===== src/rtl/bus_arbiter_2m.sv =====
// bus_arbiter_2m: round-robin arbiter
// for two masters on one native bus.
module bus_arbiter_2m #(
  parameter int unsigned TIMEOUT_CYCLES = 255,
  parameter logic [31:0] ERR_RDATA = 32'hDEADBEEF
) (
  input  logic        clk,
  input  logic        resetn,
  input  logic        m0_valid,
  input  logic        m0_instr,
  input  logic [31:0] m0_addr,
  input  logic [31:0] m0_wdata,
  input  logic [3:0]  m0_wstrb,
  output logic [31:0] m0_rdata,
  output logic        m0_ready,
  input  logic        m1_valid,
  input  logic        m1_instr,
  input  logic [31:0] m1_addr,
  input  logic [31:0] m1_wdata,
  input  logic [3:0]  m1_wstrb,
  output logic [31:0] m1_rdata,
  output logic        m1_ready,
  output logic        mem_valid,
  output logic        mem_instr,
  output logic [31:0] mem_addr,
  output logic [31:0] mem_wdata,
  output logic [3:0]  mem_wstrb,
  input  logic [31:0] mem_rdata,
  input  logic        mem_ready,
`ifdef ARB_TIMEOUT_EN
  output logic        timeout_err,
`endif
  output logic [1:0]  grant
);

  typedef enum logic [1:0] {
    IDLE = 2'd0,
    GNT0 = 2'd1,
    GNT1 = 2'd2
  } state_t;

  state_t      state;
  logic        last;
  logic        sel_valid;
  logic        fin;
  logic [31:0] rsp_rdata;

  always_comb begin
    sel_valid = 1'b0;
    mem_instr = 1'b0;
    mem_addr  = '0;
    mem_wdata = '0;
    mem_wstrb = '0;
    case (state)
      GNT0: begin
        sel_valid = m0_valid;
        mem_instr = m0_instr;
        mem_addr  = m0_addr;
        mem_wdata = m0_wdata;
        mem_wstrb = m0_wstrb;
      end
      GNT1: begin
        sel_valid = m1_valid;
        mem_instr = m1_instr;
        mem_addr  = m1_addr;
        mem_wdata = m1_wdata;
        mem_wstrb = m1_wstrb;
      end
      default: ;
    endcase
  end

`ifdef ARB_TIMEOUT_EN
  localparam int CW =
    (TIMEOUT_CYCLES < 255) ? 8 :
    $clog2(TIMEOUT_CYCLES + 1);

  logic [CW-1:0] cnt;
  logic          tout;

  assign tout = sel_valid &&
    (cnt == CW'(TIMEOUT_CYCLES));
  assign fin =
    (sel_valid && mem_ready) || tout;
  assign rsp_rdata =
    tout ? ERR_RDATA : mem_rdata;
  assign mem_valid = sel_valid && !tout;

  always_ff @(posedge clk) begin
    if (!resetn) begin
      cnt         <= '0;
      timeout_err <= 1'b0;
    end else begin
      if (state == IDLE)
        cnt <= '0;
      else if (!mem_ready)
        cnt <= cnt + 1'b1;
      if (tout)
        timeout_err <= 1'b1;
    end
  end
`else
  assign fin       = sel_valid && mem_ready;
  assign rsp_rdata = mem_rdata;
  assign mem_valid = sel_valid;
`endif

  assign m0_ready = fin && (state == GNT0);
  assign m1_ready = fin && (state == GNT1);
  assign m0_rdata = m0_ready ? rsp_rdata : '0;
  assign m1_rdata = m1_ready ? rsp_rdata : '0;
  assign grant =
    {state == GNT1, state == GNT0};

  always_ff @(posedge clk) begin
    if (!resetn) begin
      state <= IDLE;
      last  <= 1'b1;
    end else begin
      case (state)
        IDLE: begin
          if (m0_valid && (!m1_valid || last))
            state <= GNT0;
          else if (m1_valid)
            state <= GNT1;
        end
        default: begin
          if (fin) begin
            state <= IDLE;
            last  <= (state == GNT1);
          end else if (!sel_valid) begin
            state <= IDLE;
          end
        end
      endcase
    end
  end

endmodule


===== config.mk =====
export PLATFORM = sky130hd
export DESIGN_NAME = bus_arbiter_2m
export DESIGN_NICKNAME = d
export VERILOG_FILES = /design/src/rtl/bus_arbiter_2m.sv
export SDC_FILE = /design/constraint.sdc
export NUM_CORES = 1
export LEC_CHECK = 0
export CORE_AREA = 2 2 122 124
export DETAILED_ROUTE_END_ITERATION = 6
export DIE_AREA = 0 0 124 126
export PLACE_DENSITY_LB_ADDON = 0.25
export SLEW_MARGIN = 25
export SYNTH_ARGS = -nofsm -noshare
export SYNTH_HDL_FRONTEND = slang
export SYNTH_SLANG_ARGS = --single-unit

===== constraint.sdc =====
create_clock -name clk -period 2.02 [get_ports clk]
set_clock_uncertainty 0.05 [all_clocks]
set_input_delay 0.202 -clock clk [delete_from_list [all_inputs] [get_ports clk]]
set_output_delay 0.202 -clock clk [all_outputs]
set_load 0.1 [all_outputs]

==> results.cfg <==
[synthesis]
synth_area_leaders = a22oi_1, nor2b_1, and2_1
yosysSeqAreaShare_pct = 3.471
synth_simple_gate_area_share_pct = 53.65
synth.area.mux_share_pct = 0
synthAdderAreaFrac_pct = 2.169
synth-compound-area-share_pct = 32.97
synth_area_um2 = 1730
avgSynthCellArea_um2 = 6.580
yosysMostFrequentCell = nor2b_1
synth-seq-cells = 3
synth_largest_area_cell = a22oi_1
synth_edf_count = 0
synth_top_family_by_area = simple AND/OR/NAND/NOR gates
synth_nets = 441
ys_types = 23
synth_flop_cell = dfxtp_1
synth_xor_area_share_pct = 0
async_reset_ff_share_pct = 0
synth_top_area_share_pct = 30.37
yosysWarnings = 0
netlist_instances = 263
synth_common_cells = nor2b_1, a22oi_1, and2_1

[cells_and_area]
drive_gt1_share_pct = 59.03
nets = 755
finalCoreUtilization_pct = 53.99
regArea_um2 = 65.06
multiInputGateArea_um2 = 2416
final_cells = 760
fill_cells = 1231
area_growth_pct = 346.6
antenna_cells = 0
final_area_um2 = 7729

[placement]
hpwl_um = 10220
dp.cells = 741
place_area_um2 = 7154
gp_congestion = 0.8469
portBuffers = 312

[clocking]
cts_tree = built
clockBufferDepth = 2
path_clk_slew_ns = 0.03
worstSkewPairLatency_ns = 0.22
clockRootBuffer = clkbuf_16
cts_inserted_buffers = 3
cts_hold_buf = 0
htreeDepth = 1
cts_sinks = 3

[status]
status = finished, violations left
violations = setup timing

[setup_path]
crit_path_max_fanout = 8
critical_path_class = reg -> out
cp-start-kind = flip-flop
crit_required_ns = 1.77
end_kind = primary output
crit_arrival_ns = 1.84

[sta]
finalSetupViolCount = 58
holdWs_ns = 0.5133
slew_headroom_pct = 76.14
tightestPinTransition_ns = 0.3579
layout_setup_ws_ns = -0.06911
period_share_pct = 103.4
fmax_mhz = 478.7
grt_setup_unrepaired = yes
finalHoldViolations = 0
fin_crit_ns = 2.089
slew_violations = 0

[drt]
wl_per_cell_um = 17.43
viasPerCell = 4.275
wirelength_um = 13250
drt_iter0_drc = 83
drt-pass1-iter-count = 4
drc = 0
ant_nets = 0
vias = 3249

[pwr]
p_leak_nw = 2.752
power_density_nw_per_um2 = 291.7
ir_drop_uv = 207.7

[floorplan]
rows = 44
ioPinCount = 313
die_x_um = 124
die_area_um2 = 15620
core_um2 = 14310
initial_utilization_pct = 12.09
die_h_um = 126

[global_routing]
grt_pass1_wl_um = 18760
grt_max_degree = 47
grt.total_usage_pct = 15.41
antenna_found_initial = 2
grt_overflow = 0
grt_pass1_vias = 3478

[worst_hold_path]
hold_path.class = reg -> reg

[flow_run]
cap_violations = 0
## cells by family (layout without fill, tap and decap cells)
group                      count (synthesis)  in the layout
adders and majority gates                  3              3
DFF                                        3              3
buffers and inverters                     32            345
AOI/OAI and AO/OA                         77             77
and+or+nand+nor                          148            148
## cell type report
| type | count | share of cell area [%] |
|---|---|---|
| clock buffer | 4 | 1.020 |
| tap | 184 | 2.979 |
| sequential | 3 | 0.8418 |
| inverter | 2 | 0.1295 |
| timing repair buffer | 339 | 63.77 |
| multi-input combinational | 228 | 31.26 |
## metal layers
layer / vias up / GRT usage (%) / wire length (um)
met5: - / 0 / 34
met4: 4 / 3.040 / 168
met3: 16 / 5.208 / 1480
met2: 185 / 32.13 / 7585
met1: 1490 / 13.82 / 3978
li1: 1554 / - / -
## power breakdown
group	switching [W]	total, W	internal (W)
registers	0.00000586	0.0000726	0.0000668
logic	0.000950	0.00187	0.000918
clock network	0.0000532	0.000314	0.000260
## critical path, cell delays in order (launching register included)
cell and delay (ns):
dfxtp_4 0.36, inv_4 0.05, ha_4 0.28, nand2_4 0.07
nor3b_4 0.22, buf_6 0.15, clkbuf_16 0.14, and2_2 0.17
buf_12 0.17
## placed cells by master, fill, tap and decap left out, types with 2 or more instances in the layout
cell type / netlist / final
and2_2: 0 / 3
a22oi_1: 70 / 44
clkbuf_16: 0 / 6
and2_4: 0 / 61
nand2_1: 5 / 4
nor2b_4: 0 / 69
buf_12: 0 / 143
nor3b_4: 0 / 2
buf_4: 2 / 8
nor2b_1: 72 / 2
buf_16: 0 / 4
a22oi_2: 0 / 26
clkdlybuf4s50_1: 0 / 174
ha_4: 0 / 3
buf_6: 0 / 7
o22ai_1: 2 / 2
## path summary, 6_finish.rpt
kind,from,to,slack (ns),cells past startpoint
max,state[1],m1_rdata[19],-0.07,8
min,last,last,0.51,2
max reg2reg,state[1],state[0],0.09,6
min reg2reg,last,last,0.51,2
## sequential cells by signal, summed over array words and instances, names as in the netlist
register  count
state         2
last          1
## per-stage QoR
step / TNS, ns / total power [W] / worst slack [ns]
after floorplan: -12.79 / 0.001089 / -0.3724
after global placement: 0 / 0.001823 / 0.08008
after detailed placement: -0.01762 / 0.001842 / -0.01762
after CTS: -0.5645 / 0.002215 / -0.02928
after global routing: -6.779 / 0.002343 / -0.1273
final: -1.988 / 0.002255 / -0.06911
## what timing repair did
item,4_1_cts,5_1_grt
pin swaps,3,21
buffers inserted,4,4
endpoints found under the hold margin,0,0
setup endpoints to repair,114,131
resized for setup,21,63
cloned,3,4
No activity file was read; power rests on OpenSTA's default activity.
